[config.mk]
export PLATFORM = sky130hd
export DESIGN_NAME = decode_operand_fetch
export DESIGN_NICKNAME = d
export VERILOG_FILES = /design/src/rtl/rv32i_pkg.sv /design/src/rtl/rv32i_imm_gen.sv /design/src/rtl/decode_operand_fetch.sv
export SDC_FILE = /design/constraint.sdc
export NUM_CORES = 1
export LEC_CHECK = 0
export CORE_UTILIZATION = 45
export CTS_BUF_LIST = sky130_fd_sc_hd__clkbuf_4 sky130_fd_sc_hd__clkbuf_8 sky130_fd_sc_hd__clkbuf_16
export CTS_CLUSTER_DIAMETER = 120
export DETAILED_ROUTE_END_ITERATION = 8
export DONT_BUFFER_PORTS = 1
export SLEW_MARGIN = 20
export SYNTH_ARGS = -nofsm -noshare
export SYNTH_HDL_FRONTEND = slang
export SYNTH_SLANG_ARGS = --single-unit
[constraint.sdc]
create_clock -name clk -period 6.8 [get_ports clk]
set_input_delay 1.7 -clock clk [delete_from_list [all_inputs] [get_ports clk]]
set_output_delay 1.7 -clock clk [all_outputs]
set_load 0.01 [all_outputs]
[src/rtl/rv32i_pkg.sv]
// RV32I shared definitions: datapath widths, major opcodes, immediate
// formats and opcode classification helpers used by the decode stage.
package rv32i_pkg;

    localparam int RV_XLEN   = 32;
    localparam int REG_IDX_W = 5;

    localparam logic [6:0] OPC_LUI    = 7'b0110111;
    localparam logic [6:0] OPC_AUIPC  = 7'b0010111;
    localparam logic [6:0] OPC_JAL    = 7'b1101111;
    localparam logic [6:0] OPC_JALR   = 7'b1100111;
    localparam logic [6:0] OPC_BRANCH = 7'b1100011;
    localparam logic [6:0] OPC_LOAD   = 7'b0000011;
    localparam logic [6:0] OPC_STORE  = 7'b0100011;
    localparam logic [6:0] OPC_OP_IMM = 7'b0010011;
    localparam logic [6:0] OPC_OP     = 7'b0110011;
    localparam logic [6:0] OPC_FENCE  = 7'b0001111;
    localparam logic [6:0] OPC_SYSTEM = 7'b1110011;

    typedef enum logic [2:0] {
        FMT_R,
        FMT_I,
        FMT_S,
        FMT_B,
        FMT_U,
        FMT_J
    } imm_fmt_t;

    // True for the eleven major opcodes of the base integer set.
    function automatic logic opcode_legal(input logic [6:0] opc);
        case (opc)
            OPC_LUI, OPC_AUIPC, OPC_JAL, OPC_JALR, OPC_BRANCH, OPC_LOAD,
            OPC_STORE, OPC_OP_IMM, OPC_OP, OPC_FENCE, OPC_SYSTEM:
                opcode_legal = 1'b1;
            default:
                opcode_legal = 1'b0;
        endcase
    endfunction

endpackage

[src/rtl/rv32i_imm_gen.sv]
// Combinational RV32I immediate generator: classifies the instruction
// format from the opcode and builds the sign-extended immediate.
// Unknown opcodes are treated as R format and yield a zero immediate.
module rv32i_imm_gen
    import rv32i_pkg::*;
(
    input  logic [RV_XLEN-1:0] instr,
    output logic [RV_XLEN-1:0] imm,
    output imm_fmt_t           fmt
);

    // Map the major opcode onto its immediate format.
    always_comb begin
        fmt = FMT_R;
        case (instr[6:0])
            OPC_LUI, OPC_AUIPC:                              fmt = FMT_U;
            OPC_JAL:                                         fmt = FMT_J;
            OPC_BRANCH:                                      fmt = FMT_B;
            OPC_STORE:                                       fmt = FMT_S;
            OPC_JALR, OPC_LOAD, OPC_OP_IMM, OPC_FENCE,
            OPC_SYSTEM:                                      fmt = FMT_I;
            default:                                         fmt = FMT_R;
        endcase
    end

    // Assemble the immediate bits for the selected format.
    always_comb begin
        imm = '0;
        case (fmt)
            FMT_I: imm = {{20{instr[31]}}, instr[31:20]};
            FMT_S: imm = {{20{instr[31]}}, instr[31:25], instr[11:7]};
            FMT_B: imm = {{19{instr[31]}}, instr[31], instr[7],
                          instr[30:25], instr[11:8], 1'b0};
            FMT_U: imm = {instr[31:12], 12'b0};
            FMT_J: imm = {{11{instr[31]}}, instr[31], instr[19:12],
                          instr[20], instr[30:21], 1'b0};
            default: imm = '0;
        endcase
    end

endmodule

[src/rtl/decode_operand_fetch.sv]
// RV32I decode / operand fetch stage. Stage S1 holds a decoded instruction
// whose register_file reads are in flight; stage OUT holds the registered
// bundle offered to execute. Optional macro DECODE_WB_FORWARD_EN latches a
// writeback that coincides with a read so the new value reaches OUT.
module decode_operand_fetch
    import rv32i_pkg::*;
#(
    parameter int          XLEN         = RV_XLEN,
    parameter logic [31:0] RESET_PC_TAG = 32'h0
) (
    input  logic                 clk,
    input  logic                 reset,
    input  logic                 flush,
    input  logic                 in_valid,
    output logic                 in_ready,
    input  logic [31:0]          in_instr,
    input  logic [XLEN-1:0]      in_pc,
    output logic                 rd_en1,
    output logic [REG_IDX_W-1:0] rd_index1,
    output logic                 rd_en2,
    output logic [REG_IDX_W-1:0] rd_index2,
    input  logic [XLEN-1:0]      rd_data1,
    input  logic [XLEN-1:0]      rd_data2,
    input  logic                 wr_en,
    input  logic [REG_IDX_W-1:0] wr_index,
    input  logic [XLEN-1:0]      wr_data,
    output logic                 out_valid,
    input  logic                 out_ready,
    output logic [XLEN-1:0]      out_pc,
    output logic [XLEN-1:0]      out_rs1_data,
    output logic [XLEN-1:0]      out_rs2_data,
    output logic [XLEN-1:0]      out_imm,
    output logic [REG_IDX_W-1:0] out_rd,
    output logic [6:0]           out_opcode,
    output logic [2:0]           out_funct3,
    output logic                 out_funct7b5,
    output logic                 out_illegal
);

    logic [XLEN-1:0]      dec_imm;
    imm_fmt_t             dec_fmt;
    logic                 dec_use1, dec_use2;
    logic                 adv, accept;

    logic                 s1_valid;
    logic [XLEN-1:0]      s1_pc, s1_imm;
    logic [REG_IDX_W-1:0] s1_rd, s1_rs1, s1_rs2;
    logic [6:0]           s1_opcode;
    logic [2:0]           s1_funct3;
    logic                 s1_funct7b5, s1_illegal, s1_use1, s1_use2;

    logic [XLEN-1:0]      op1_src, op2_src;

    rv32i_imm_gen u_imm_gen (
        .instr (in_instr),
        .imm   (dec_imm),
        .fmt   (dec_fmt)
    );

    // Register usage follows the format: U/J have no sources, only
    // OP (R format), STORE and BRANCH read rs2; unknown opcodes read rs1.
    assign dec_use1 = (dec_fmt != FMT_U) && (dec_fmt != FMT_J);
    assign dec_use2 = (dec_fmt == FMT_S) || (dec_fmt == FMT_B) ||
                      ((dec_fmt == FMT_R) && (in_instr[6:0] == OPC_OP));

    assign adv      = s1_valid && (!out_valid || out_ready);
    assign in_ready = !flush && (!s1_valid || adv);
    assign accept   = in_valid && in_ready;

    // Drive the read ports: fresh indices on accept, S1's indices while
    // stalled so rd_data tracks writebacks, nothing in reset or flush.
    always_comb begin
        rd_en1    = 1'b0;
        rd_en2    = 1'b0;
        rd_index1 = in_instr[19:15];
        rd_index2 = in_instr[24:20];
        if (!reset && !flush) begin
            if (accept) begin
                rd_en1 = dec_use1;
                rd_en2 = dec_use2;
            end else if (s1_valid && !adv) begin
                rd_en1    = s1_use1;
                rd_en2    = s1_use2;
                rd_index1 = s1_rs1;
                rd_index2 = s1_rs2;
            end
        end
    end

    // S1 register: load decoded fields on accept, drain on advance.
    always_ff @(posedge clk) begin
        if (reset || flush) begin
            s1_valid <= 1'b0;
        end else if (accept) begin
            s1_valid    <= 1'b1;
            s1_pc       <= in_pc;
            s1_imm      <= dec_imm;
            s1_rd       <= in_instr[11:7];
            s1_rs1      <= in_instr[19:15];
            s1_rs2      <= in_instr[24:20];
            s1_opcode   <= in_instr[6:0];
            s1_funct3   <= in_instr[14:12];
            s1_funct7b5 <= in_instr[30];
            s1_illegal  <= !opcode_legal(in_instr[6:0]);
            s1_use1     <= dec_use1;
            s1_use2     <= dec_use2;
        end else if (adv) begin
            s1_valid <= 1'b0;
        end
    end

`ifdef DECODE_WB_FORWARD_EN
    logic            byp1_hit, byp2_hit;
    logic [XLEN-1:0] byp1_data, byp2_data;

    // Capture a writeback that lands on the same edge as a read, since the
    // register file returns the old value in that case.
    always_ff @(posedge clk) begin
        if (reset) begin
            byp1_hit  <= 1'b0;
            byp2_hit  <= 1'b0;
            byp1_data <= '0;
            byp2_data <= '0;
        end else begin
            if (rd_en1) begin
                byp1_hit  <= wr_en && (wr_index == rd_index1) && (rd_index1 != '0);
                byp1_data <= wr_data;
            end
            if (rd_en2) begin
                byp2_hit  <= wr_en && (wr_index == rd_index2) && (rd_index2 != '0);
                byp2_data <= wr_data;
            end
        end
    end

    assign op1_src = byp1_hit ? byp1_data : rd_data1;
    assign op2_src = byp2_hit ? byp2_data : rd_data2;
`else
    logic unused_wb;
    assign unused_wb = ^{wr_en, wr_index, wr_data};
    assign op1_src   = rd_data1;
    assign op2_src   = rd_data2;
`endif

    // OUT register: capture S1 plus operand data on advance, hold under
    // backpressure, empty when execute takes the bundle or on flush.
    always_ff @(posedge clk) begin
        if (reset) begin
            out_valid    <= 1'b0;
            out_pc       <= RESET_PC_TAG;
            out_rs1_data <= '0;
            out_rs2_data <= '0;
            out_imm      <= '0;
            out_rd       <= '0;
            out_opcode   <= '0;
            out_funct3   <= '0;
            out_funct7b5 <= 1'b0;
            out_illegal  <= 1'b0;
        end else if (flush) begin
            out_valid <= 1'b0;
        end else if (adv) begin
            out_valid    <= 1'b1;
            out_pc       <= s1_pc;
            out_rs1_data <= s1_use1 ? op1_src : '0;
            out_rs2_data <= s1_use2 ? op2_src : '0;
            out_imm      <= s1_imm;
            out_rd       <= s1_rd;
            out_opcode   <= s1_opcode;
            out_funct3   <= s1_funct3;
            out_funct7b5 <= s1_funct7b5;
            out_illegal  <= s1_illegal;
        end else if (out_ready) begin
            out_valid <= 1'b0;
        end
    end

endmodule

## Word level (Yosys, flattened, before mapping)

Cells that the tools add are included.

| word-level totals | value |
|---|---|
| flip-flop bits (word level) | 240 |
| logic and storage cells | 92 |

| operators by class | value |
|---|---|
| equal/unequal tests | 18 |
| muxes and demuxes | 23 |
| bitwise logic cells | 2 |
| reductions and logical operators | 27 |

Operators with widths:

| cell | number |
|---|---|
| case mux 32 bit (5 select lines) | 1 |
| 2-to-1 mux 32 bit | 2 |
| 2-to-1 mux 5 bit | 6 |
| equality test 7 bit (second input constant) | 4 |
| equality test 7 x 6 -> 1 bit (second input constant) | 3 |
| case mux 3 bit (5 select lines) | 1 |
| equality test 7 x 5 -> 1 bit (second input constant) | 2 |
| 2-to-1 mux 1 bit | 13 |
| OR reduction 11 bit | 1 |
| equality test 7 x 2 -> 1 bit (second input constant) | 1 |
| equality test 7 x 4 -> 1 bit (second input constant) | 1 |
| logical AND 1 bit | 7 |
| equality test 3 x 2 -> 1 bit (second input constant) | 2 |
| equality test 3 bit (second input constant) | 2 |
| logical NOT 1 bit | 6 |
| inequality test 3 bit (second input constant) | 2 |
| logical OR 1 bit | 5 |
| OR reduction 5 bit | 1 |
| AND reduction 2 bit | 2 |
| nonzero test 2 bit | 2 |
| OR reduction 2 bit | 2 |
| equality test 3 x 1 -> 1 bit (second input constant) | 1 |
| logical NOT 3 bit | 1 |
| NOT 1 bit | 2 |

## Depth between registers and ports, before layout

Gate-level depths: netlist of run 1.

| depth | value |
|---|---|
| depth after elaboration | 9 |
| gate-level depth with buffers | 7 |

## Cells and area by module

A second synthesis of run 1 with hierarchy kept.

| second synthesis, totals | value |
|---|---|
| cells, all modules | 849 |
| area, all modules | 8837.2 um2 |

By module, submodules not included:

| module | instances | cells an instance | area an instance (um2) | seq. area each (um2) |
|---|---|---|---|---|
| decode_operand_fetch | 1 | 769 | 8254.2 | 5735.5 |
| rv32i_imm_gen | 1 | 80 | 583.1 | 0.0 |

## Least setup slack after synthesis of run 1

Ideal clock, no wire load.

| timing | value |
|---|---|
| kind | input to output |
| start | in flush |
| end | out rd_en2 |
| arrival time | 4.630 ns |
| slack | 0.470 ns |
| cell stages on the path | 3 |
| cells stage by stage | nor2_1 > and3_1 > a32o_1 |

| on the way | value |
|---|---|
| word-level cells in the longest chain between the ends | 5 |
| elaborated cells between the ends (all ways) | 6 |
| those cells by class | mux (2); reduce/logical (4) |

Ends and longest elaborated chain:

| what | line | RTL |
|---|---|---|
| start, declared | decode_operand_fetch.sv:13 | `input logic flush,` |
| logical NOT 1 bit * | decode_operand_fetch.sv:67, decode_operand_fetch.sv:77 |  |
| logical AND 1 bit | decode_operand_fetch.sv:67 | `assign in_ready = !flush && (!s1_valid \|\| adv);` |
| logical AND 1 bit | decode_operand_fetch.sv:68 | `assign accept = in_valid && in_ready;` |
| 2-to-1 mux 1 bit | decode_operand_fetch.sv:78 | `if (accept) begin` |
| 2-to-1 mux 1 bit * | decode_operand_fetch.sv:77 | `if (!reset && !flush) begin` |
| end, declared | decode_operand_fetch.sv:20 | `output logic rd_en2,` |

Every way passes the cells marked *; elsewhere a longest branch is shown, timed or not.

## Worst setup path in the final report of run 1

| timing | value |
|---|---|
| start | in reset |
| end | out rd_en2 |

| on the way | value |
|---|---|
| word-level cells in the longest chain between the ends | 3 |

Ends and longest elaborated chain:

| what | line | RTL |
|---|---|---|
| start, declared | decode_operand_fetch.sv:12 | `input logic reset,` |
| logical NOT 1 bit | decode_operand_fetch.sv:77 |  |
| logical AND 1 bit | decode_operand_fetch.sv:77 |  |
| 2-to-1 mux 1 bit | decode_operand_fetch.sv:77 |  |

Every way passes these cells.

==> results of run 1 <==
worst reg2reg max path, stage by stage (launching register included):
cell and delay [ns]:
dfxtp_1 0.38, nor2b_4 0.22, or3b_4 0.49, buf_12 0.31, buf_4 0.54, nand2_1 0.16, a21oi_1 0.16
cell families after synthesis:
kind of cell,Yosys count
AOI/OAI and AO/OA,197
muxes,10
and+or+nand+nor,338
buffers and inverters,68
DFF,240
xor gates and xnor gates,1
state kept, by name, summed over array words and instances (netlist names), 3 cells and up:
| register | cells |
|---|---|
| s1_funct3 | 3 |
| s1_opcode | 7 |
| s1_rs1 | 5 |
| s1_imm | 32 |
| s1_rs2 | 5 |
| out_funct3 | 3 |
| out_opcode | 7 |
| out_pc | 32 |
| s1_rd | 5 |
| s1_pc | 32 |
| out_imm | 32 |
| out_rs2_data | 32 |
| out_rs1_data | 32 |
| out_rd | 5 |
power by group:
part	switching, mW	internal (mW)
clock	0.537	0.950
combinational	0.0528	0.0268
sequential	0.0292	1.54
worst paths after layout:
kind,to,slack [ns]
worst max-delay path,rd_en2,2.21
worst min-delay path,out_rs2_data[19],0.49
worst max register to register,out_rs1_data[28],4.44
worst min register to register,out_rs2_data[19],0.49
cell usage after synthesis (4+ instances only):
library cell / count / share of area
buf_2: 23 / 0.013
o21ai_0: 10 / 0.0057
o21a_1: 5 / 0.0043
buf_4: 8 / 0.0068
and2_1: 7 / 0.0050
a21oi_2: 4 / 0.0040
dfxtp_1: 147 / 0.33
a21oi_1: 150 / 0.085
mux2_2: 10 / 0.013
nand2_1: 241 / 0.10
a22o_1: 4 / 0.0040
buf_6: 7 / 0.0090
nor2_1: 5 / 0.0021
a21o_1: 12 / 0.010
edfxtp_1: 93 / 0.32
nand3_1: 68 / 0.039
clkbuf_1: 24 / 0.010
final cells by class:
class | instances | area (um2) | share of cell area
clock inverters | 9 | 150.1 | 0.01531
flip-flops and latches | 240 | 5736 | 0.5849
repair buffers | 7 | 80.08 | 0.008166
well taps | 260 | 325.3 | 0.03318
multi-input cells | 546 | 2719 | 0.2773
inverters | 3 | 11.26 | 0.001148
clock buffers | 39 | 784.5 | 0.08001
per-layer routing:
layer / wire length [um] / share of wire / vias up / global-route usage
li1: - / - / 2881 / -
met1: 7921 / 0.37 / 2908 / 0.2292
met2: 10500 / 0.49 / 266 / 0.3440
met3: 2294 / 0.11 / 39 / 0.07459
met4: 584 / 0.027 / 0 / 0.07301
met5: 0 / 0 / - / 0
==> reports/metrics.json, run 1 <==
{
  "outcome": {"value": "finished, final reports clean"},
  "min_delay_path_depth": {"value": 2},
  "areaGrowthSynthToFinish": {"value": 11.51, "unit": "%"},
  "floorplan.die.width": {"value": 141.8, "unit": "um"},
  "synth_compound_area_frac": {"value": 0.1282},
  "mappedNetlistArea": {"value": 0.008793, "unit": "mm2"},
  "min_from": {"value": "out_rs2_data[19]"},
  "synth_nets": {"value": 1025},
  "synthesized_area_fraction_occupied_by_and_or_nand_nor_cells": {"value": 0.1641},
  "post-route-min-period": {"value": 4.591, "unit": "ns"},
  "rr_worst_depth": {"value": 6},
  "synth_cell_types": {"value": 45},
  "n_antenna_cell": {"value": 0},
  "sum_of_routed_wire_length_over_all_layers": {"value": 21300, "unit": "um"},
  "floorplan.rows": {"value": 50},
  "p_per_cell_area": {"value": 319.5, "unit": "mW/mm2"},
  "finalSetupViolations": {"value": 0},
  "layout_worst_path_cycle_share": {"value": 0.6751},
  "setup_ws_pre_cts": {"value": 2.195, "unit": "ns"},
  "finalCoreUtilization": {"value": 0.5173},
  "postRouteAntennaNets": {"value": 0},
  "dp.final_hpwl": {"value": 13890, "unit": "um"},
  "cp-start-kind": {"value": "input port"},
  "grt_setup_unrepaired": {"value": "false"},
  "synth.yosys.seq_area_share": {"value": 0.6522},
  "cp_top_family": {"value": "simple AND/OR/NAND/NOR gates"},
  "report.final.hold_viol_count": {"value": 0},
  "placed_cells": {"value": 1053},
  "cts-htree-levels": {"value": 1},
  "finalNonFillerCells": {"value": 1104},
  "vias_in_the_first_global_route": {"value": 5750},
  "design.final.nets": {"value": 995},
  "drc_markers": {"value": 0},
  "tritoncts": {"value": "yes"},
  "ys_ff_latch": {"value": 240},
  "clkSlewWorstSetupHoldPaths": {"value": 0.06, "unit": "ns"},
  "cts-resized-gates": {"value": 0},
  "detailedRoute.firstIterationViolations": {"value": 486},
  "finish.instance_area": {"value": 0.009806, "unit": "mm2"},
  "hold-worst-slack": {"value": 0.4945, "unit": "ns"},
  "grt_max_degree": {"value": 147},
  "boundaryPins": {"value": 330},
  "crit_slowest_cell": {"value": "and3_4"},
  "cts_num_sinks": {"value": 240},
  "ys.warnings.count": {"value": 0},
  "vdd_drop_max": {"value": 0.1740, "unit": "mV"},
  "startpoint": {"value": "reset"},
  "route.vias.total": {"value": 6094},
  "max_stage_delay": {"value": 0.59, "unit": "ns"},
  "postSynthAreaPerCell": {"value": 10.30, "unit": "um2"},
  "achievable-frequency": {"value": 0.2178, "unit": "GHz"},
  "first_pass_iters": {"value": 5},
  "worst_slew_pin_slew": {"value": 0.9649, "unit": "ns"},
  "slew_headroom": {"value": 0.3567},
  "post_cts.repair.setup_buffers": {"value": 0},
  "post_synthesis_xor_xnor_area_fraction": {"value": 0.0009960},
  "worst_hold_path_type": {"value": "register to register"},
  "postSynthCellCount": {"value": 854},
  "port_buffers": {"value": 0},
  "die_y_extent": {"value": 141.8, "unit": "um"},
  "num-fill-cells": {"value": 1697},
  "detail_route.wl_per_cell": {"value": 19.29, "unit": "um"},
  "critPathRequiredTime": {"value": 5.10, "unit": "ns"},
  "layout.cells.most_common_list": {"value": "nand2_1 (241), a21oi_1 (150), dfxtp_1 (147)"},
  "clock_latency_on_the_worst_skew_pair": {"value": 0.51, "unit": "ns"},
  "leak_pwr": {"value": 3.198, "unit": "nW"},
  "die_area": {"value": 0.02010, "unit": "mm2"},
  "main_combinational_cell_family_by_area_after_synthesis": {"value": "simple AND/OR/NAND/NOR gates"},
  "worstPathCellList": {"value": "nor2_1 > and3_4 > a32o_1"},
  "synth_fa_ha_area_frac": {"value": 0},
  "setup_ws_final": {"value": 2.209, "unit": "ns"},
  "cts_hold_buffers": {"value": 0},
  "groute.usage.overall": {"value": 0.2009},
  "cts_root_buffer": {"value": "clkbuf_16"},
  "core_area": {"value": 0.01896, "unit": "mm2"},
  "cp_data_arrival_time": {"value": 2.89, "unit": "ns"},
  "starting_utilization_of_the_core_area": {"value": 0.4639},
  "clock_skew": {"value": 0.01995, "unit": "ns"},
  "route.detailed.vias_per_inst": {"value": 5.520},
  "critical_path.max_fanout": {"value": 146},
  "mostFrequentLayoutCell": {"value": "nand2_1"},
  "final_tns_setup": {"value": 0, "unit": "ns"},
  "timing.critical_path.to_type": {"value": "primary output"},
  "async_reset_ff_frac": {"value": 0},
  "synth-main-ff-cell": {"value": "dfxtp_1"},
  "overflow": {"value": 0},
  "count_of_flip_flops_with_a_built_in_enable_after_synthesis": {"value": 93},
  "critPathBufInv": {"value": 0},
  "criticalPathCategory": {"value": "input port to primary output"},
  "cts_max_path_buffers": {"value": 3},
  "fraction_of_layout_cells_with_a_size_suffix_above_1": {"value": 0.09479},
  "rr_startpoint": {"value": "out_valid"},
  "muxShareOfSynthArea": {"value": 0.01281},
  "antenna_found_initial": {"value": 0},
  "drv.max_cap_violation_count": {"value": 0},
  "globalplace.congestion": {"value": 0.7988},
  "grt_first_pass_wirelength": {"value": 31660, "unit": "um"},
  "placed_area": {"value": 0.008812, "unit": "mm2"},
  "critical_path_depth": {"value": 3},
  "numCtsBuffers": {"value": 26},
  "total_power": {"value": 3.133, "unit": "mW"},
  "final-max-slew-violation-count": {"value": 0}
}
Note: power is estimated with default switching activity, not from simulation.
==> run 2, diff against run 1 <==
==> constraint.sdc (replaced) <==
create_clock -name clk -period 4.35 [get_ports clk]
set_input_delay 1.0875 -clock clk [delete_from_list [all_inputs] [get_ports clk]]
set_output_delay 1.0875 -clock clk [all_outputs]
set_load 0.01 [all_outputs]
==> reports/metrics.json, run 2 (synthesis results as in run 1) <==
{
  "design.final.nets": {"value": 994, "change": "-0.10%"},
  "crit_slowest_cell": {"value": "mux2_2"},
  "netSwitchingFraction": {"value": 0.2055, "change": "+0.007882"},
  "detailedRoute.firstIterationViolations": {"value": 486, "change": "unchanged"},
  "num-fill-cells": {"value": 1651, "change": "-2.7%"},
  "finish.instance_area": {"value": 0.009708, "unit": "mm2", "change": "-1.0%"},
  "drv.max_cap_violation_count": {"value": 0, "change": "unchanged"},
  "tritoncts": {"value": "yes"},
  "worst_hold_path_type": {"value": "register to register"},
  "worst_slew_pin_slew": {"value": 1.086, "unit": "ns", "change": "+0.1211 ns"},
  "final-max-slew-violation-count": {"value": 0, "change": "unchanged"},
  "layout_worst_path_cycle_share": {"value": 0.7437},
  "cp_data_arrival_time": {"value": 2.15, "unit": "ns", "change": "-0.74 ns"},
  "clock_latency_on_the_worst_skew_pair": {"value": 0.52, "unit": "ns", "change": "about the same"},
  "starting_utilization_of_the_core_area": {"value": 0.4639, "change": "unchanged"},
  "slew_headroom": {"value": 0.2760, "change": "-0.08070"},
  "cts_root_buffer": {"value": "clkbuf_16"},
  "vdd_drop_max": {"value": 0.2947, "unit": "mV", "change": "+69%"},
  "antenna_found_initial": {"value": 0, "change": "unchanged"},
  "worstPathCellList": {"value": "nor2b_4 > and2_0 > nand2_2 > mux2_2"},
  "clock_skew": {"value": 0.01056, "unit": "ns", "change": "-0.009387 ns"},
  "critical_path.max_fanout": {"value": 10, "change": "-93%"},
  "cp-start-kind": {"value": "input port"},
  "final_tns_setup": {"value": 0, "unit": "ns", "change": "unchanged"},
  "fraction_of_power_consumed_by_the_clock_network": {"value": 0.456, "change": "-0.019"},
  "cts-resized-gates": {"value": 0, "change": "unchanged"},
  "detail_route.wl_per_cell": {"value": 19.09, "unit": "um", "change": "-1.0%"},
  "critPathRequiredTime": {"value": 3.26, "unit": "ns", "change": "-1.84 ns"},
  "dp.final_hpwl": {"value": 14070, "unit": "um", "change": "+1.3%"},
  "placed_area": {"value": 0.008856, "unit": "mm2", "change": "+0.50%"},
  "port_buffers": {"value": 0, "change": "unchanged"},
  "cp_top_family": {"value": "simple AND/OR/NAND/NOR gates"},
  "achievable-frequency": {"value": 0.3091, "unit": "GHz"},
  "cts_num_sinks": {"value": 240, "change": "unchanged"},
  "drc_markers": {"value": 0, "change": "unchanged"},
  "grt_first_pass_wirelength": {"value": 31230, "unit": "um", "change": "-1.4%"},
  "grt_setup_unrepaired": {"value": "false"},
  "boundaryPins": {"value": 330, "change": "unchanged"},
  "finalSetupViolations": {"value": 0, "change": "unchanged"},
  "cts_hold_buffers": {"value": 0, "change": "unchanged"},
  "power.share.combinational": {"value": 0.025, "change": "about the same"},
  "leak_pwr": {"value": 3.141, "unit": "nW", "change": "-1.8%"},
  "core_area": {"value": 0.01896, "unit": "mm2", "change": "unchanged"},
  "criticalPathCategory": {"value": "input port to primary output"},
  "report.final.hold_viol_count": {"value": 0, "change": "unchanged"},
  "floorplan.die.width": {"value": 141.8, "unit": "um", "change": "unchanged"},
  "route.detailed.vias_per_inst": {"value": 5.526, "change": "+0.11%"},
  "cts-htree-levels": {"value": 1, "change": "unchanged"},
  "power.share.sequential": {"value": 0.519, "change": "+0.019"},
  "die_y_extent": {"value": 141.8, "unit": "um", "change": "unchanged"},
  "areaGrowthSynthToFinish": {"value": 10.40, "unit": "%"},
  "overflow": {"value": 0, "change": "unchanged"},
  "floorplan.rows": {"value": 50, "change": "unchanged"},
  "internal_power": {"value": 3.753, "unit": "mW", "change": "+49%"},
  "p_per_cell_area": {"value": 486.6, "unit": "mW/mm2", "change": "+52%"},
  "critical_path_depth": {"value": 4, "change": "+1"},
  "die_area": {"value": 0.02010, "unit": "mm2", "change": "unchanged"},
  "first_pass_iters": {"value": 5, "change": "unchanged"},
  "groute.usage.overall": {"value": 0.1991, "change": "-0.001877"},
  "globalplace.congestion": {"value": 0.8280, "change": "+3.7%"},
  "grt_max_degree": {"value": 147, "change": "unchanged"},
  "layout.cells.most_common_list": {"value": "nand2_1 (241), a21oi_1 (150), dfxtp_1 (147)"},
  "post-route-min-period": {"value": 3.235, "unit": "ns"},
  "sum_of_routed_wire_length_over_all_layers": {"value": 21060, "unit": "um", "change": "-1.1%"},
  "finalCoreUtilization": {"value": 0.5121, "change": "-0.005149"},
  "clkSlewWorstSetupHoldPaths": {"value": 0.05, "unit": "ns", "change": "about the same"},
  "cts_max_path_buffers": {"value": 3, "change": "unchanged"},
  "postRouteAntennaNets": {"value": 0, "change": "unchanged"},
  "numCtsBuffers": {"value": 25, "change": "-3.8%"},
  "power.net_switching": {"value": 0.9708, "unit": "mW", "change": "+57%"},
  "critPathBufInv": {"value": 0, "change": "unchanged"},
  "post_cts.repair.setup_buffers": {"value": 0, "change": "unchanged"},
  "vias_in_the_first_global_route": {"value": 5724, "change": "-0.45%"},
  "timing.critical_path.to_type": {"value": "primary output"},
  "min_delay_path_depth": {"value": 2, "change": "unchanged"},
  "outcome": {"value": "finished, final reports clean"},
  "max_stage_delay": {"value": 0.38, "unit": "ns", "change": "-0.21 ns"},
  "fraction_of_layout_cells_with_a_size_suffix_above_1": {"value": 0.08907, "change": "-0.005713"},
  "route.vias.total": {"value": 6095, "change": "+0.016%"},
  "mostFrequentLayoutCell": {"value": "nand2_1"},
  "rr_worst_depth": {"value": 5, "change": "-1"}
}
==> run 2: cell types whose count changed in the layout (fill, tap and decap cells not counted) <==
cell / delta
bufinv_16: -2
clkinv_2: -1
clkbuf_16: -1
clkinv_1: +3
buf_4: +2
inv_6: +1
clkinvlp_4: +2
clkinv_4: -1
buf_8: -2
inv_4: -1
clkbuf_4: -2
diode_2: +1
==> run 2: per-layer routing <==
| metal | track usage | share of wire | vias up |
|---|---|---|---|
| li1 | - | - | 2877 |
| met5 | 0 | 0 | - |
| met4 | 0.07187 | 0.027 | 0 |
| met1 | 0.2272 | 0.38 | 2890 |
| met3 | 0.06176 | 0.098 | 40 |
| met2 | 0.3503 | 0.49 | 288 |
==> run 2: area by class of cell <==
class                   count  area, um2  area share
repair buffers              7      65.06    0.006702
well taps                 260      325.3     0.03351
clock buffers              36      744.5     0.07669
diodes                      1      2.502   0.0002578
multi-input cells         546       2719      0.2801
inverters                   3      11.26    0.001160
clock inverters            10      105.1     0.01083
flip-flops and latches    240       5736      0.5908
==> run 2: final timing paths <==
path              slack [ns]       startpoint              end
setup / recovery        1.11        out_ready     rd_index1[1]
hold / removal          0.49  out_rs1_data[1]  out_rs1_data[1]
setup reg to reg        2.05        out_valid        s1_imm[2]
hold reg to reg         0.49  out_rs1_data[1]  out_rs1_data[1]
==> run 2: tightest hold or removal path: stages (launching register included) <==
cell	delay [ns]
dfxtp_1	0.33
nand2_1	0.06
a21oi_1	0.05
==> run 2: power groups by stage <==
stage               clock, mW  combinational (mW)  sequential, mW
global route             2.29               0.135            2.46
detailed placement          0               0.121            2.50
CTS                      2.20               0.122            2.45
floorplan                   0               0.127            2.48
global placement            0               0.116            2.50
finish                   2.15               0.120            2.45
==> run 2: through the flow <==
stage | hold WS (ns) | total power [mW] | setup slack (ns) | instances
after floorplan | 0.4713 | 2.611 | 0.3205 | 854
final | 0.4939 | 4.724 | 1.115 | 1103
after CTS | 0.4930 | 4.772 | 1.102 | 1102
after global routing | 0.5118 | 4.879 | 1.040 | 1102
after detailed placement | 0.4847 | 2.621 | 1.100 | 1056
after global placement | 0.4760 | 2.613 | 1.149 | 1056
